File: src/rtl/fb_axi4_wr_scheduler.sv
// fb_axi4_wr_scheduler: round-robin arbiter sharing one AXI4 write master among NREQ burst clients.
// Issues AW, forwards the winner's beats on W with generated WLAST, collects B; illegal bursts are refused locally.
module fb_axi4_wr_scheduler #(
    parameter int NREQ    = 4,
    parameter int MAX_LEN = 255,
    parameter int DW      = 32
) (
    input  logic                 clk_i,
    input  logic                 rst_n_i,
    input  logic [NREQ-1:0]      req_i,
    input  logic [NREQ*32-1:0]   req_addr_i,
    input  logic [NREQ*8-1:0]    req_len_i,
    input  logic [NREQ*DW-1:0]   req_data_i,
    input  logic [NREQ-1:0]      req_dvalid_i,
    output logic [NREQ-1:0]      req_dready_o,
    output logic [NREQ-1:0]      gnt_o,
    output logic [NREQ-1:0]      done_o,
    output logic                 err_o,
    output logic [31:0]          m_axi_awaddr,
    output logic [7:0]           m_axi_awlen,
    output logic [2:0]           m_axi_awsize,
    output logic [1:0]           m_axi_awburst,
    output logic                 m_axi_awvalid,
    input  logic                 m_axi_awready,
    output logic [DW-1:0]        m_axi_wdata,
    output logic [DW/8-1:0]      m_axi_wstrb,
    output logic                 m_axi_wlast,
    output logic                 m_axi_wvalid,
    input  logic                 m_axi_wready,
    input  logic [1:0]           m_axi_bresp,
    input  logic                 m_axi_bvalid,
    output logic                 m_axi_bready
);

    localparam int IW  = (NREQ > 1) ? $clog2(NREQ) : 1;
    localparam int IW1 = IW + 1;
    localparam int AS  = $clog2(DW / 8);
    localparam logic [IW:0] NREQ_W    = IW1'(NREQ);
    localparam logic [8:0]  MAX_LEN_W = 9'(MAX_LEN);

    typedef enum logic [2:0] {S_IDLE, S_AW, S_W, S_B, S_REFUSE} state_t;

    state_t          state_q, state_d;
    logic [IW-1:0]   rr_ptr_q, rr_ptr_d;
    logic [IW-1:0]   win_q, win_d;
    logic [31:0]     addr_q, addr_d;
    logic [7:0]      len_q, len_d;
    logic [7:0]      beat_cnt_q, beat_cnt_d;

    logic [IW-1:0]   pick;
    logic [IW:0]     idx;
    logic [31:0]     cand_addr;
    logic [7:0]      cand_len;
    logic [19:0]     end_off;
    logic            illegal;
    logic            w_hs;
    logic            fin;

    // First requester strictly after rr_ptr, wrapping; the lowest offset wins.
    always_comb begin
        pick = rr_ptr_q;
        idx  = '0;
        for (int i = NREQ - 1; i >= 0; i--) begin
            idx = {1'b0, rr_ptr_q} + IW1'(i + 1);
            if (idx >= NREQ_W) idx = idx - NREQ_W;
            if (req_i[idx[IW-1:0]]) pick = idx[IW-1:0];
        end
    end

    // A burst is refused if misaligned, too long, or running past its 4 KB page.
    always_comb begin
        cand_addr = req_addr_i[pick*32 +: 32];
        cand_len  = req_len_i[pick*8 +: 8];
        end_off   = 20'(cand_addr[11:0]) + ((20'(cand_len) + 20'd1) << AS);
        illegal   = ((cand_addr & 32'(DW / 8 - 1)) != 32'd0) ||
                    ({1'b0, cand_len} > MAX_LEN_W) ||
                    (end_off > 20'd4096);
    end

    assign w_hs = (state_q == S_W) && req_dvalid_i[win_q] && m_axi_wready;

    always_ff @(posedge clk_i or negedge rst_n_i) begin
        if (!rst_n_i) begin
            state_q    <= S_IDLE;
            rr_ptr_q   <= IW'(NREQ - 1);
            win_q      <= '0;
            addr_q     <= '0;
            len_q      <= '0;
            beat_cnt_q <= '0;
        end else begin
            state_q    <= state_d;
            rr_ptr_q   <= rr_ptr_d;
            win_q      <= win_d;
            addr_q     <= addr_d;
            len_q      <= len_d;
            beat_cnt_q <= beat_cnt_d;
        end
    end

    always_comb begin
        state_d    = state_q;
        rr_ptr_d   = rr_ptr_q;
        win_d      = win_q;
        addr_d     = addr_q;
        len_d      = len_q;
        beat_cnt_d = beat_cnt_q;
        case (state_q)
            S_IDLE: begin
                if (|req_i) begin
                    win_d    = pick;
                    rr_ptr_d = pick;
                    addr_d   = cand_addr;
                    len_d    = cand_len;
                    state_d  = illegal ? S_REFUSE : S_AW;
                end
            end
            S_AW: begin
                if (m_axi_awready) begin
                    state_d    = S_W;
                    beat_cnt_d = '0;
                end
            end
            S_W: begin
                if (w_hs) begin
                    beat_cnt_d = beat_cnt_q + 8'd1;
                    if (beat_cnt_q == len_q) state_d = S_B;
                end
            end
            S_B:      state_d = m_axi_bvalid ? S_IDLE : S_B;
            S_REFUSE: state_d = S_IDLE;
            default:  state_d = S_IDLE;
        endcase
    end

    always_comb begin
        gnt_o        = '0;
        done_o       = '0;
        req_dready_o = '0;
        fin          = (state_q == S_REFUSE) || ((state_q == S_B) && m_axi_bvalid);
        if (state_q != S_IDLE) gnt_o[win_q] = 1'b1;
        if (fin) done_o[win_q] = 1'b1;
        if (w_hs) req_dready_o[win_q] = 1'b1;
        err_o         = (state_q == S_REFUSE) ||
                        ((state_q == S_B) && m_axi_bvalid && (m_axi_bresp != 2'b00));
        m_axi_awvalid = (state_q == S_AW);
        m_axi_wvalid  = (state_q == S_W) && req_dvalid_i[win_q];
        m_axi_wdata   = (state_q == S_W) ? req_data_i[win_q*DW +: DW] : '0;
        m_axi_wlast   = (state_q == S_W) && (beat_cnt_q == len_q);
        m_axi_bready  = (state_q == S_B);
    end

    assign m_axi_awaddr  = addr_q;
    assign m_axi_awlen   = len_q;
    assign m_axi_awsize  = 3'(AS);
    assign m_axi_awburst = 2'b01;
    assign m_axi_wstrb   = '1;

endmodule

File: config.mk
export PLATFORM = sky130hd
export DESIGN_NAME = fb_axi4_wr_scheduler
export DESIGN_NICKNAME = d
export VERILOG_FILES = /design/src/rtl/fb_axi4_wr_scheduler.sv
export SDC_FILE = /design/constraint.sdc
export NUM_CORES = 1
export LEC_CHECK = 0
export BUFFER_PORTS_ARGS = -buffer_cell sky130_fd_sc_hd__buf_4
export CAP_MARGIN = 20
export CORE_AREA = 2 2 155 157
export CTS_CLUSTER_DIAMETER = 60
export CTS_CLUSTER_SIZE = 25
export DETAILED_ROUTE_END_ITERATION = 8
export DIE_AREA = 0 0 157 159
export GPL_TIMING_DRIVEN = 1
export PLACE_DENSITY = 0.6
export REMOVE_ABC_BUFFERS = 1
export SYNTH_ARGS = -nofsm -noshare
export SYNTH_HDL_FRONTEND = slang
export SYNTH_SLANG_ARGS = --single-unit
File: constraint.sdc
create_clock -name clk_i -period 5.5 [get_ports clk_i]
set_input_delay 0.275 -clock clk_i [delete_from_list [all_inputs] [get_ports clk_i]]
set_output_delay 0.275 -clock clk_i [all_outputs]
set_load 0.02 [all_outputs]
==> impl_results.md <==
* Final Cell Area at 8763 um2
* Max-slew violations at 0
* Number of buffers created by CTS at 5
* TritonRoute pass-1 iters at 4
* Slew @ Worst Pin at 0.9801 ns
* Hold_buf cts at 0
* Peak supply drop at 0.2143 mV
* Arrival time at the worst endpoint at 4.94 ns
* Die Span Y at 159 um
* First-pass GRT wire length at 34,000 um
* Reg-to-reg setup timing slack at 0.77 ns
* Layout cell share with drive strength beyond 1 at 50.41%
* Row cnt at 56
* Max Cap Viol at 0
* Mapped Avg Cell Area at 8.959 um2
* Final setup viols at 0
* GRT overflow at 0
* CTS sink cnt at 55
* Placer Congestion at 0.8505
* Outcome: complete, no violations
* Crit Path Max Fanout at 20
* Core footprint at 23,190 um2
* Multi-input combinational cell area at 3760 um2
* Seq/Total Area, Yosys at 25.74%
* CTS tree: done
* Clock root cell: clkbuf_16
* IO Pins at 401
* Fill count at 2,375
* Cell Pwr Density at 509.8 nW/um2
* CTS resizes at 0
* Fin Setup TNS at 0 ns
* Yosys reg bits at 55
* Register Area at 1381 um2
* Area delta synth->final at 63.57%
* Number of global-route vias before repair at 5,975
* Post-Syn Area at 5358 um2
* Type of the worst min-delay path: in2async
* Overall Global Routing Usage at 18.03%
* Highest clock rate at 0.2113 GHz
* Die width at 157 um
* Ys async rst share at 100.0%
* Routed WL at 23,100 um
* Ys flop type: dfrtp_1
* Crit start category: register
* CTS H-tree depth at 2
* Fin crit period at 4.732 ns
* Initial DRC Count at 274
* Initial antenna violation count at 3
* Min Hold Slack at 0.007091 ns
* Yosys cell types at 49
* Initial core utilization at 23.10%
* Static Leak at 4.296 nW
* Via count at 5,789
* Final period util at 86.04%
* Placed Area at 8597 um2
* Residual DRC at 0
* Crit path max-delay cell type: a211oi_4
* Synthesis Warnings at 0
* Final Net Count at 1,282
* Worst EP required at 5.71 ns
* Number of synthesized flops with an enable pin at 0
* Worst Setup End Kind: register
* Worst-path cell chain: nor2b_1 -> a21oi_1 -> a211oi_4 -> buf_12 -> mux2i_1 -> mux2i_2 -> ha_1 -> nand2_1 -> nor2_1 -> xor2_1 -> ha_1 -> inv_1 -> a2111oi_0 -> o211ai_1 -> nor2_1 -> nand4_1 -> nor4b_1 -> o21ai_0 -> and2_1
* Clock transition at path regs at 0.09 ns
* Post-route ant nets at 0
* Largest net degree at the start of global routing at 56
* Drt via density at 4.488
* CP peak stage delay at 0.57 ns
* Slew margin rel. at 34.16%
* Die area at 24,960 um2
* Port-buffer cells at 391
* Post-DP HPWL at 19,710 um
* Crit Path Class: reg2reg
* RSZ-0062 raised after global routing: false
* Drt wl/cell at 17.90 um
* Post CTS Setup Buffer Count at 0
* Fin. Hold Viols at 0
* Worst Skew at 0.01217 ns
* Synthesized instance count at 598
* Clk Latency, worst-skew pair at 0.31 ns
* Final cell utilization of the core at 37.79%
* CTS Buffer Depth at 2
==> final cells by class <==
cell class	instances	area share, %
Multi-Input combinational cell	498	42.90
Timing Repair Buffer	403	34.71
Sequential cell	55	15.76
Tap cell	319	4.555
Clock buffer	5	1.428
Clock inverter	3	0.3855
Inverter	4	0.1713
Antenna cell	3	0.08567
==> worst paths after layout <==
check / to / cells after the start / from
worst min-delay path: m_axi_awaddr[4] / 1 / rst_n_i
worst max-delay path: state_q[2] / 19 / rr_ptr_q[0]
max in group asynchronous: win_q[0] / 1 / rst_n_i
min in group clk_i: state_q[1] / 2 / m_axi_bvalid
worst min register to register: m_axi_awaddr[0] / 2 / m_axi_awaddr[0]
worst max register to register: state_q[2] / 19 / rr_ptr_q[0]
==> cells in the mapped netlist (6+ instances only) <==
cell type | number | area (um2)
nand2_1 | 106 | 397.9
mux2i_1 | 59 | 590.6
dfrtp_1 | 53 | 1326
nor2_1 | 48 | 180.2
o21ai_0 | 41 | 205.2
nor2b_1 | 39 | 244.0
mux4_2 | 33 | 743.2
a21oi_1 | 31 | 155.2
mux2_2 | 31 | 349.1
clkbuf_1 | 19 | 71.32
buf_4 | 14 | 105.1
xnor2_1 | 12 | 105.1
ha_1 | 11 | 137.6
xor2_1 | 10 | 87.58
nand2b_1 | 9 | 56.30
nand3_1 | 9 | 45.04
buf_1 | 7 | 26.28
buf_2 | 6 | 30.03
==> power breakdown <==
| part | switching [W] | internal, W | leakage, nW | total, W |
|---|---|---|---|---|
| Sequential | 0.000146 | 0.000596 | 0.686 | 0.000743 |
| Combinational | 0.00184 | 0.00154 | 3.53 | 0.00337 |
| Clock | 0.000174 | 0.000176 | 0.0772 | 0.000350 |
==> metal layers <==
metal,wire length [um],part of all wire [%],GRT usage (%),vias up
li1,-,-,-,2841
met1,8333,36,19.79,2660
met2,12320,53,33.99,264
met3,1894,8.2,4.137,24
met4,546,2.4,5.379,0
met5,0,0,0,-
==> flip-flops by register name, summed over array words and instances (netlist names) <==
signal,flops
win_q,2
beat_cnt_q,8
m_axi_awlen,8
rr_ptr_q,2
state_q,3
m_axi_awaddr,32
==> logic make-up (layout without fill, tap and decap cells) <==
| logic type | after synthesis | count (layout) | share of synthesized area [%] |
|---|---|---|---|
| AND/OR/NAND/NOR | 235 | 235 | 20.06 |
| XOR/XNOR | 22 | 22 | 3.596 |
| buffers and inverters | 52 | 415 | 5.114 |
| adder cells (fa/ha/maj) | 12 | 12 | 2.943 |
| flip-flops | 55 | 55 | 25.74 |
| AO/OA/AOI/OAI | 93 | 93 | 9.972 |
| multiplexers | 127 | 127 | 32.44 |
| other | 2 | 12 | 0.1402 |
==> critical path: cells and delay by family (launching register included) <==
kind,cells,cell delay [ns]
adders and majority gates,2,0.62
DFF,1,0.55
muxes,2,0.37
buffers and inverters,2,0.34
xor gates and xnor gates,1,0.15
and+or+nand+nor,7,1.05
AOI/OAI and AO/OA,5,1.55
==> stage by stage <==
step / total power (W) / setup slack, ns / instances
CTS: 0.004529 / 0.7756 / 1287
detailed placement: 0.004163 / 0.7989 / 1279
floorplan: 0.003113 / -2.643 / 557
finish: 0.004467 / 0.7680 / 1290
global placement: 0.004119 / 1.005 / 1278
global route: 0.004882 / 0.2392 / 1290
==> layout by cell type, fill, tap and decap left out, drive strengths merged, types with 3 or more instances in the layout <==
cell	count
nor2b	39
o21ai	41
nand2b	9
and3	3
diode	3
and2	5
conb	9
mux4	33
nand4	5
xor2	10
nor2	48
buf	403
inv	5
nand3	9
mux2i	63
o211ai	3
a21oi	31
mux2	31
ha	11
nand2	107
dfrtp	53
xnor2	12
clkbuf	5
o21a	3
nor3	6
Power figures use the tool's default switching activity.
